<file path="src/rtl/pipeline_stall_ctrl.sv">
// rtl/pipeline_stall_ctrl.sv - pipeline sequencer: register enables, bubbles/flushes, PC redirect, halt drain
// Combines load-use stalls, ID redirects, multi-cycle memory waits and halt into per-stage controls.
module pipeline_stall_ctrl #(
  parameter int MEM_LAT = 2,
  parameter int CNT_W   = 16
) (
  input  logic             clk,
  input  logic             rst_n,
  input  logic             stall_req,
  input  logic             redirect,
  input  logic             mem_access,
  input  logic             halt_req,
  input  logic             cnt_clr,
  output logic             pc_en,
  output logic             ifid_en,
  output logic             idex_en,
  output logic             exmem_en,
  output logic             memwb_en,
  output logic             ifid_flush,
  output logic             idex_flush,
  output logic             pc_sel,
  output logic             halted,
  output logic [CNT_W-1:0] stall_cnt,
  output logic [CNT_W-1:0] flush_cnt
);

  localparam int WW = (MEM_LAT > 1) ? $clog2(MEM_LAT) : 1;
  localparam logic [WW-1:0] WAIT_INIT = WW'((MEM_LAT > 0) ? MEM_LAT - 1 : 0);

  typedef enum logic [1:0] {S_RUN, S_MEM_WAIT, S_DRAIN, S_HALTED} state_t;

  state_t          state_q, state_d;
  logic [WW-1:0]   wait_q, wait_d;
  logic [1:0]      drain_q, drain_d;
  logic            in_drain_q, in_drain_d;
  logic [CNT_W-1:0] stall_cnt_q, flush_cnt_q;
  logic            mem_hit;
  logic            redir_taken;
  logic            stall_inc;

  assign mem_hit = mem_access && (MEM_LAT > 0);

  always_ff @(posedge clk) begin
    if (!rst_n) begin
      state_q    <= S_RUN;
      wait_q     <= '0;
      drain_q    <= '0;
      in_drain_q <= 1'b0;
    end else begin
      state_q    <= state_d;
      wait_q     <= wait_d;
      drain_q    <= drain_d;
      in_drain_q <= in_drain_d;
    end
  end

  always_comb begin
    state_d    = state_q;
    wait_d     = wait_q;
    drain_d    = drain_q;
    in_drain_d = in_drain_q;
    case (state_q)
      S_RUN: begin
        if (mem_hit) begin
          state_d    = S_MEM_WAIT;
          wait_d     = WAIT_INIT;
          in_drain_d = 1'b0;
        end else if (halt_req) begin
          state_d = S_DRAIN;
          drain_d = 2'd2;
        end
      end
      S_MEM_WAIT: begin
        if (wait_q != '0) begin
          wait_d = wait_q - 1'b1;
        end else if (in_drain_q) begin
          // completion of a freeze taken during drain also counts as one drain step
          in_drain_d = 1'b0;
          drain_d    = drain_q - 2'd1;
          state_d    = (drain_q == 2'd1) ? S_HALTED : S_DRAIN;
        end else begin
          state_d = S_RUN;
        end
      end
      S_DRAIN: begin
        if (mem_hit) begin
          state_d    = S_MEM_WAIT;
          wait_d     = WAIT_INIT;
          in_drain_d = 1'b1;
        end else begin
          drain_d = drain_q - 2'd1;
          state_d = (drain_q == 2'd1) ? S_HALTED : S_DRAIN;
        end
      end
      default: state_d = S_HALTED;
    endcase
  end

  // stall and drain cycles share one output pattern: hold PC and IF/ID, bubble into ID/EX
  always_comb begin
    pc_en       = 1'b0;
    ifid_en     = 1'b0;
    idex_en     = 1'b0;
    exmem_en    = 1'b0;
    memwb_en    = 1'b0;
    ifid_flush  = 1'b0;
    idex_flush  = 1'b0;
    pc_sel      = 1'b0;
    halted      = 1'b0;
    redir_taken = 1'b0;
    if (!rst_n) begin
      ifid_flush = 1'b1;
      idex_flush = 1'b1;
    end else begin
      case (state_q)
        S_RUN: begin
          if (mem_hit) begin
            pc_en = 1'b0;
          end else if (halt_req || stall_req) begin
            idex_en    = 1'b1;
            exmem_en   = 1'b1;
            memwb_en   = 1'b1;
            idex_flush = 1'b1;
          end else begin
            {pc_en, ifid_en, idex_en, exmem_en, memwb_en} = 5'b11111;
            if (redirect) begin
              pc_sel      = 1'b1;
              ifid_flush  = 1'b1;
              redir_taken = 1'b1;
            end
          end
        end
        S_MEM_WAIT: begin
          if (wait_q == '0) begin
            if (in_drain_q) begin
              idex_en    = 1'b1;
              exmem_en   = 1'b1;
              memwb_en   = 1'b1;
              idex_flush = 1'b1;
            end else begin
              {pc_en, ifid_en, idex_en, exmem_en, memwb_en} = 5'b11111;
            end
          end
        end
        S_DRAIN: begin
          if (!mem_hit) begin
            idex_en    = 1'b1;
            exmem_en   = 1'b1;
            memwb_en   = 1'b1;
            idex_flush = 1'b1;
          end
        end
        default: halted = 1'b1;
      endcase
    end
  end

  assign stall_inc = rst_n && (state_q != S_HALTED) && !pc_en;

  always_ff @(posedge clk) begin
    if (!rst_n || cnt_clr) begin
      stall_cnt_q <= '0;
      flush_cnt_q <= '0;
    end else begin
      if (stall_inc && !(&stall_cnt_q)) stall_cnt_q <= stall_cnt_q + 1'b1;
      if (redir_taken && !(&flush_cnt_q)) flush_cnt_q <= flush_cnt_q + 1'b1;
    end
  end

  assign stall_cnt = stall_cnt_q;
  assign flush_cnt = flush_cnt_q;

endmodule

</file>
<file path="config.mk">
export PLATFORM = sky130hd
export DESIGN_NAME = pipeline_stall_ctrl
export DESIGN_NICKNAME = d
export VERILOG_FILES = /design/src/rtl/pipeline_stall_ctrl.sv
export SDC_FILE = /design/constraint.sdc
export NUM_CORES = 1
export LEC_CHECK = 0
export ABC_AREA = 1
export CORE_ASPECT_RATIO = 2
export CORE_UTILIZATION = 30
export DETAILED_ROUTE_END_ITERATION = 10
export PLACE_DENSITY = 0.56
export RECOVER_POWER = 50
export REMOVE_ABC_BUFFERS = 1
export SETUP_SLACK_MARGIN = 0.15
export SLEW_MARGIN = 25
export SYNTH_ARGS = -nofsm -noshare
export SYNTH_HDL_FRONTEND = slang
export SYNTH_SLANG_ARGS = --single-unit
</file>
<file path="constraint.sdc">
create_clock -name clk -period 3.9 [get_ports clk]
set_input_delay 0.39 -clock clk [delete_from_list [all_inputs] [get_ports clk]]
set_output_delay 0.39 -clock clk [all_outputs]
set_load 0.02 [all_outputs]
</file>
==> results.yml, run 1 <==
run_status:
  status: "complete, no violations"
timing:
  relSlewSlack_pct: 45.43
  grt_setup_unrepaired: "no"
  finalHoldViolations: 0
  tns_ns: 0
  setup_slack_ns: 1.096
  clock.fmax_mhz: 356.7
  final_max_slew_viol_count: 0
  post-route-min-period_ns: 2.804
  final-setup-viol-count: 0
  tightest_slew_ns: 0.8177
  skew_ns: 0.005306
  final.period_utilization_pct: 71.89
cells_and_area:
  synthToLayoutAreaGrowth_pct: 26.58
  seqCellArea_um2: 760.7
  num_antenna_cells: 0
  fillers: 851
  layout_common_cells: "105 x nand2_1, 54 x nor2_1, 38 x dfxtp_1, 36 x inv_1, 33 x dlygate4sd3_1"
  drive_gt1_share_pct: 8.768
  mostFrequentLayoutCell: "nand2_1"
  final_nets: 436
  multi_input_area_um2: 1474
synth:
  synthFlopType: "dfxtp_1"
  ys_warn_count: 0
  seq_area_frac_synth_pct: 30.55
  synth_edf_count: 0
  synth.distinct_cells: 30
  synth_area_um2: 2490
  synth_top_area_cell: "dfxtp_1"
  yosysTopAreaCellShare_pct: 30.55
  synth_seq_cells: 38
  avgSynthCellArea_um2: 6.604
  synth.area.top_cells: "dfxtp_1 31%, nand2_1 16%, nor2_1 8.0%"
  async_flop_share_pct: 0
  syn_inst: 377
clock_tree:
  numCtsBuffers: 5
  cts.clk_slew.worst_paths_ns: 0.06
  cts_root_buf: "clkbuf_16"
  cts_tree: "yes"
  insertion_delay_ns: 0.28
  cts_resized: 0
  holdBufCountCts: 0
  htreeDepth: 2
  post-cts-setup-buffer-count: 0
  clock_path_buffers: 2
  cts_num_sinks: 38
pwr:
  p_leak_uw: 0.001256
  p_sw_uw: 336.2
  pwr-share-clk_pct: 40.9
  power_frac_comb_pct: 21.2
  switching_share_pct: 29.68
  powerDensity_nw_per_um2: 359.4
  pwr-share-seq_pct: 37.9
  p_int_uw: 796.4
  ir_drop_uv: 218.9
drt:
  drt_iter0_markers: 121
  ant_nets: 0
  vias: 2509
  first_pass_iters: 4
  routed_wl_mm: 6.593
  wl_per_cell_um: 12.73
  drc: 0
  viasPerCell: 4.844
floorplan:
  start_util_pct: 31.12
  core-area_um2: 8000
  rows: 46
  die_w_um: 66.42
  die_h_um: 130.8
  die-area_um2: 8690
  io-pin-count: 48
global_route:
  antenna_found_initial: 0
  grt_pass1_wl_mm: 10.47
  grt.overflow.total: 0
  grt_pass1_vias: 2254
  grt_use_total_pct: 15.89
  grt_max_degree: 25
setup_path:
  endpoint_kind: "output port"
  critPathKind: "reg -> out"
  cp_data_required_time_ns: 3.51
  startpoint_type: "register"
  cp.arrival_ns: 2.41
  crit_path_max_fanout: 7
placed_design:
  place.gp.congestion: 0.8875
  hpwl_mm: 5.008
  place_ws_ns: 1.190
  io_buffers: 47
min_path:
  hp-class: "reg -> reg"
run:
  maxCapViolations: 0
sequential cells by signal, summed over array words and instances, names as in the netlist:
name	cells
drain_q	2
flush_cnt	16
in_drain_q	1
stall_cnt	16
state_q	2
wait_q	1
power groups by stage:
stage	Sequential, uW	Clock [uW]	Combinational (uW)
2_1_floorplan	434	0	162
3_3_place_gp	437	0	246
3_5_place_dp	437	0	248
4_1_cts	429	480	248
5_1_grt	432	498	267
6_report	430	463	240
worst max-delay path: stages (launching register included):
cell	delay, ns
dfxtp_1	0.37
inv_1	0.11
ha_1	0.24
inv_1	0.09
nor2_1	0.25
nand4_1	0.16
inv_1	0.25
clkdlybuf4s50_1	0.66
synth_stat cells, types with 3 or more instances:
cell type  number
nor3_1          5
nand3_1        20
nand2_1       105
xor2_1          3
inv_2           6
nor2_1         53
a21oi_1        29
buf_6           5
ha_1            8
nand4_1         8
o21ai_0        18
xnor2_1         6
a21oi_2         6
buf_4           4
nand3_2         5
nand2_2         4
nor2_4          4
inv_1          35
dfxtp_1        38
through the flow:
stage | area, um2 | hold slack (ns) | cells | util [%] | power [uW]
floorplan | 2396 | 0.4991 | 366 | - | 596.2
global placement | 2994 | 0.5099 | 510 | 37.43 | 682.8
detailed placement | 2994 | 0.5210 | 510 | 37.43 | 684.9
CTS | 3159 | 0.5320 | 518 | 39.49 | 1157
global route | 3152 | 0.5593 | 518 | 39.40 | 1197
finish | 3152 | 0.5250 | 518 | 39.40 | 1133
logic make-up (layout without fill, tap and decap cells):
family	after synthesis	after routing	share of synthesized area, %
compound gates	58	58	12.96
xor+xnor	9	9	3.166
fa+ha+maj	8	8	4.020
buf+inv	52	97	9.950
flops	38	38	30.55
simple gates	212	212	39.35
area by class of cell:
type                            count  share of cell area (%)
Multi-Input combinational cell    287                   46.76
Clock buffer                        5                   3.970
Timing Repair Buffer               48                   15.16
Sequential cell                    38                   24.14
Inverter                           41                   4.883
Tap cell                           96                   3.811
Clock inverter                      3                   1.270
final timing paths:
path,depth (start not counted),slack [ns],end,from
hold reg to reg,2,0.53,flush_cnt[15],flush_cnt[15]
hold / removal,2,0.53,flush_cnt[15],flush_cnt[15]
setup / recovery,7,1.10,pc_sel,state_q[0]
setup reg to reg,10,1.70,stall_cnt[2],state_q[0]
layer usage:
metal	wire, um	GRT usage (%)	vias to the layer above
li1	-	-	1302
met1	2612	15.80	1153
met2	3603	30.01	41
met3	172	2.865	13
met4	205	8.636	0
met5	0	0	-
No activity file was read; power rests on OpenSTA's default activity.
==> run 2: changes to the inputs <==
--- a/config.mk
+++ b/config.mk
@@ -9,7 +9,7 @@
 export CORE_ASPECT_RATIO = 2
 export CORE_UTILIZATION = 30
 export DETAILED_ROUTE_END_ITERATION = 10
-export PLACE_DENSITY = 0.56
+export PLACE_DENSITY = 0.58
 export RECOVER_POWER = 50
 export REMOVE_ABC_BUFFERS = 1
 export SETUP_SLACK_MARGIN = 0.15
==> constraint.sdc (replaced) <==
create_clock -name clk -period 2.3 [get_ports clk]
set_input_delay 0.23 -clock clk [delete_from_list [all_inputs] [get_ports clk]]
set_output_delay 0.23 -clock clk [all_outputs]
set_load 0.02 [all_outputs]
==> run 2 against run 1 <==
Compared with the run above: register-to-register slack worse by 1.3 ns; via count is 0.16% higher; clock skew is 0.0012 ns lower; critical endpoint is now idex_flush; largest power group unchanged.
==> results.yml, run 2 (synthesis results as in run 1) <==
placed_design:
  place.gp.congestion: 0.8882
  hpwl_mm: 5.035
  place_ws_ns: 0.08821
  io_buffers: 47
  dp.cells: 514
cells_and_area:
  post_layout_nonfiller_instances: 522
  drive_gt1_share_pct: 10.80
  mostFrequentLayoutCell: "nand2_1"
  finish.utilization_pct: 39.83
  layout_common_cells: "105 x nand2_1, 53 x nor2_1, 37 x dfxtp_1, 35 x inv_1, 33 x dlygate4sd3_1"
  final_nets: 440
  num_antenna_cells: 0
  synthToLayoutAreaGrowth_pct: 27.99
clock_tree:
  post-cts-setup-buffer-count: 0
  cts_tree: "yes"
  holdBufCountCts: 0
  clock_path_buffers: 2
  numCtsBuffers: 5
  cts_root_buf: "clkbuf_16"
  cts.clk_slew.worst_paths_ns: 0.06
  htreeDepth: 2
  cts_num_sinks: 38
  insertion_delay_ns: 0.28
global_route:
  grt_pass1_wl_mm: 10.58
  antenna_found_initial: 0
  grt_use_total_pct: 16.25
  grt.overflow.total: 0
  grt_max_degree: 25
  grt_pass1_vias: 2356
setup_path:
  crit_path_max_fanout: 5
  cpMostUsedCell: "inv_1"
  worstReg2RegEnd: "flush_cnt[14]"
  slowest_delay_ns: 0.35
  endpoint: "idex_flush"
  critPathKind: "reg -> out"
  path_cells: "inv_1, ha_1, inv_1, nor2_4, inv_1, o221ai_1, a21oi_1, inv_1, clkdlybuf4s15_1"
  critPathTopFamily: "buffers and inverters"
  worst-r2r-setup-slack_ns: 0.40
  path_depth: 9
  startpoint: "state_q[1]"
  path_buf_inv: 5
  cp.arrival_ns: 1.88
  cp_data_required_time_ns: 2.07
  startpoint_type: "register"
  slowest_stage: "dfxtp_1"
  rr_startpoint: "state_q[1]"
  rr_worst_depth: 11
  endpoint_kind: "output port"
timing:
  relSlewSlack_pct: 48.09
  setup_slack_ns: 0.1938
  post-route-min-period_ns: 2.106
  final_max_slew_viol_count: 0
  final.period_utilization_pct: 91.57
  holdWs_ns: 0.5281
  grt_setup_unrepaired: "yes"
  tns_ns: 0
  clock.fmax_mhz: 474.8
  finalHoldViolations: 0
  final-setup-viol-count: 0
  skew_ns: 0.004088
  tightest_slew_ns: 0.7778
floorplan:
  die_h_um: 130.8
  rows: 46
  die_w_um: 66.42
  die-area_um2: 8690
  start_util_pct: 31.12
  io-pin-count: 48
  core-area_um2: 8000
min_path:
  hp-class: "reg -> reg"
drt:
  drt_iter0_markers: 93
  wl_met3_um: 226
  drc: 0
  first_pass_iters: 4
  wl_per_cell_um: 12.32
  dr.max_layer_used: "met4"
  routed_wl_mm: 6.429
  viasPerCell: 4.814
  vias: 2513
  wl_met1_mm: 2.455
  met2_length_mm: 3.508
  ant_nets: 0
run:
  maxCapViolations: 0
run_status:
  status: "complete, no violations"
pwr:
  power_frac_comb_pct: 21.7
  pwr-share-clk_pct: 40.8
  p_sw_uw: 575.5
  ir_drop_uv: 524.4
  p_int_uw: 1355
  p_leak_uw: 0.001298
  powerDensity_nw_per_um2: 605.7
  pwr-share-seq_pct: 37.6
  switching_share_pct: 29.81
==> run 2: repair_timing <==
action | 4_1_cts | 5_1_grt
resized for setup | 8 | 7
setup endpoints to repair | 8 | 3
pin swaps | 0 | 0
==> run 2: cell type report <==
class | count | area [um2]
Fill cell | 868 | 4813
Multi-Input combinational cell | 287 | 1481
Sequential cell | 38 | 762.0
Timing Repair Buffer | 52 | 504.2
Inverter | 41 | 153.9
Clock buffer | 5 | 125.1
Tap cell | 96 | 120.1
Clock inverter | 3 | 40.04
==> run 2: power groups by stage <==
stage	combinational, uW	clock [uW]	sequential [uW]
final	418	787	726
after global routing	470	850	731
after CTS	427	819	725
after detailed placement	441	0	739
after global placement	433	0	739
after floorplan	275	0	736
==> run 2: tightest hold or removal path, cell delays in order (launching register included) <==
cell     delay (ns)
dfxtp_1        0.34
o21ai_0        0.08
a21oi_1        0.06
==> run 2: how the worst min path moves through the flow <==
stage / start / endpoint / slack, ns / cells past startpoint
4_1_cts: stall_cnt[14] / stall_cnt[14] / 0.54 / 2
6_report: stall_cnt[14] / stall_cnt[14] / 0.53 / 2
3_3_place_gp: stall_cnt[14] / stall_cnt[14] / 0.51 / 2
3_5_place_dp: stall_cnt[14] / stall_cnt[14] / 0.53 / 2
2_1_floorplan: rst_n / drain_q[0] / 0.36 / 2
5_1_grt: stall_cnt[0] / stall_cnt[0] / 0.55 / 2
==> run 2: per-layer routing <==
metal / vias up / track usage [%]
met1: 1134 / 15.49
li1: 1310 / -
met5: - / 0
met2: 51 / 30.79
met4: 0 / 9.387
met3: 18 / 3.472
==> run 2: per-stage QoR <==
step / area, um2 / power [uW]
finish: 3187 / 1930
global route: 3187 / 2051
CTS: 3192 / 1971
detailed placement: 3037 / 1180
global placement: 3037 / 1171
floorplan: 2396 / 1011
==> run 3: changes to the inputs <==
--- a/config.mk
+++ b/config.mk
@@ -5,11 +5,11 @@
 export SDC_FILE = /design/constraint.sdc
 export NUM_CORES = 1
 export LEC_CHECK = 0
-export ABC_AREA = 1
+export CAP_MARGIN = 20
 export CORE_ASPECT_RATIO = 2
 export CORE_UTILIZATION = 30
 export DETAILED_ROUTE_END_ITERATION = 10
-export PLACE_DENSITY = 0.58
+export PLACE_DENSITY = 0.59
 export RECOVER_POWER = 50
 export REMOVE_ABC_BUFFERS = 1
 export SETUP_SLACK_MARGIN = 0.15
==> run 3 against run 2 <==
Compared with the run above: count of clock-buffer cells in the layout is the same; fmax shrank 8.3%; clock power shrank 16%; worst hold slack lost 0.051 ns; first-iteration DRC count grew 14%; clock skew grew 0.0028 ns; via count shrank 2.7%; register-to-register slack lost 0.40 ns; die area shrank 9.3%; largest power group is now registers.
==> results.yml, run 3 <==
timing:
  holdWs_ns: 0.4768
  tns_ns: 0
  finalHoldViolations: 0
  final_max_slew_viol_count: 0
  final-setup-viol-count: 0
  relSlewSlack_pct: 74.44
  clock.fmax_mhz: 435.6
  grt_setup_unrepaired: "yes"
  post-route-min-period_ns: 2.296
  tightest_slew_ns: 0.3830
  final.period_utilization_pct: 99.81
  skew_ns: 0.006864
synth:
  synth_edf_count: 0
  synthFlopType: "dfxtp_1"
  async_flop_share_pct: 0
  seq_area_frac_synth_pct: 33.78
  yosysTopAreaCellShare_pct: 33.78
  ys_warn_count: 0
  syn_inst: 282
  synth_area_um2: 2252
  synth.area.top_cells: "dfxtp_1 34%, a21oi_1 5.6%, ha_1 4.4%"
  yosys-top-cells-count: "38 x dfxtp_1, 25 x a21oi_1, 25 x nand2_1, 16 x nand3_1, 16 x nor2_1"
  synth.distinct_cells: 44
  synth_top_area_cell: "dfxtp_1"
  avgSynthCellArea_um2: 7.986
  yosysMostFrequentCell: "dfxtp_1"
  synth_seq_cells: 38
global_route:
  grt_pass1_vias: 2284
  grt_max_degree: 27
  grt_use_total_pct: 17.32
  grt_pass1_wl_mm: 10.74
  grt.overflow.total: 0
  antenna_found_initial: 0
min_path:
  hp-class: "reg -> reg"
placed_design:
  io_buffers: 47
  hpwl_mm: 4.876
  place.gp.congestion: 0.8516
cells_and_area:
  mostFrequentLayoutCell: "dfxtp_1"
  num_antenna_cells: 0
  fillers: 737
  drive_gt1_share_pct: 20.39
  seqCellArea_um2: 763.2
  synthToLayoutAreaGrowth_pct: 46.67
  multi_input_area_um2: 1464
  final_nets: 373
  layout_common_cells: "36 x dfxtp_1, 35 x buf_4, 31 x clkdlybuf4s50_1, 25 x nand2_1, 21 x a21oi_1"
run_status:
  status: "complete, no violations"
floorplan:
  start_util_pct: 30.99
  core-area_um2: 7267
  io-pin-count: 48
  rows: 44
  die_w_um: 63.27
  die-area_um2: 7878
  die_h_um: 124.5
drt:
  wl_per_cell_um: 14.39
  drc: 0
  viasPerCell: 5.431
  dr.max_layer_used: "met4"
  drt_iter0_markers: 106
  wl_met3_um: 206
  first_pass_iters: 4
  vias: 2444
  routed_wl_mm: 6.476
  wl_met1_mm: 2.494
  met2_length_mm: 3.657
  ant_nets: 0
setup_path:
  critPathKind: "reg -> reg"
  slowest_stage: "or4b_4"
  cp_data_required_time_ns: 2.47
  crit_path_max_fanout: 5
  path_cells: "inv_2, ha_4, or4b_4, or4b_4, nor4_2, mux2_2"
  slowest_delay_ns: 0.57
  endpoint_kind: "register"
  cp.arrival_ns: 2.47
  cpMostUsedCell: "or4b_4"
  startpoint_type: "register"
clock_tree:
  insertion_delay_ns: 0.29
  cts_tree: "yes"
  numCtsBuffers: 5
  cts_num_sinks: 38
  cts.clk_slew.worst_paths_ns: 0.05
  clock_path_buffers: 2
  cts_root_buf: "clkbuf_16"
  htreeDepth: 2
pwr:
  ir_drop_uv: 422.5
  p_leak_uw: 0.001186
  powerDensity_nw_per_um2: 552.8
run:
  maxCapViolations: 0
[run 3: cell count changes in the layout (fill, tap and decap cells not counted), moves of 7 or more]
cell             previous run  this run
o31ai_1                     0        13
inv_1                      35        13
a21oi_1                    29        21
o21ai_0                    18        11
clkdlybuf4s50_1             6        31
buf_4                       4        35
nand2_1                   105        25
dlygate4sd3_1              33         8
nand2b_1                    0         8
nor2_1                     53        16
[run 3: final cells by class]
| type | instances | share of cell area, % |
|---|---|---|
| Tap cell | 92 | 3.485 |
| Timing Repair Buffer | 85 | 23.30 |
| Clock buffer | 5 | 3.788 |
| Clock inverter | 2 | 0.3030 |
| Multi-Input combinational cell | 213 | 44.32 |
| Sequential cell | 38 | 23.11 |
| Inverter | 15 | 1.705 |
[run 3: final timing paths]
| kind | startpoint | to | slack, ns | depth (start not counted) |
|---|---|---|---|---|
| min | drain_q[0] | drain_q[0] | 0.48 | 2 |
| max | state_q[0] | flush_cnt[15] | 0.004 | 6 |
| min reg2reg | drain_q[0] | drain_q[0] | 0.48 | 2 |
| max reg2reg | state_q[0] | flush_cnt[15] | 0.004 | 6 |
[run 3: cells by family (layout without fill, tap and decap cells)]
kind of cell               Yosys count  in the layout  share of synthesized area (%)
adders and majority gates            8              8                          4.445
muxes                                7              7                          3.167
AOI/OAI and AO/OA                   70             70                          20.00
and+or+nand+nor                    128            128                          32.61
buffers and inverters               31            107                          6.000
DFF                                 38             38                          33.78
[run 3: repair_timing]
item	CTS	global route
gates resized for setup	17	17
setup endpoints to repair	22	14
cloned	0	0
hold buffers	0	0
pin swaps	4	7
buffers inserted	3	1
[run 3: per-stage QoR]
| stage | power, uW | worst slack [ns] | std cells | util [%] | cell area, um2 |
|---|---|---|---|---|---|
| 2_1_floorplan | 930.1 | -0.5948 | 266 | - | 2173 |
| 4_1_cts | 1822 | 0.03572 | 449 | 44.32 | 3221 |
| 3_5_place_dp | 1128 | -0.2405 | 439 | 41.74 | 3033 |
| 6_report | 1826 | 0.004308 | 450 | 45.45 | 3303 |
| 3_3_place_gp | 1123 | -0.2431 | 439 | 41.74 | 3033 |
| 5_1_grt | 1920 | -0.05893 | 450 | 45.45 | 3303 |
[run 3: layer usage]
| metal | global-route usage (%) | vias up |
|---|---|---|
| li1 | - | 1218 |
| met1 | 17.24 | 1176 |
| met2 | 33.27 | 45 |
| met3 | 3.480 | 5 |
| met4 | 7.353 | 0 |
| met5 | 0 | - |
[run 3: critical path: cells and delay by family, from the launching register on]
kind	cells	cell delay [ns]
DFF	1	0.32
adders and majority gates	1	0.15
and+or+nand+nor	3	1.28
muxes	1	0.36
buffers and inverters	1	0.08
[run 3: power by group]
group          switching, uW  leakage [uW]  internal, uW
Combinational            233      0.000809           223
Sequential              24.1      0.000308           687
Clock                    268     0.0000694           391
Total                    525       0.00119          1300
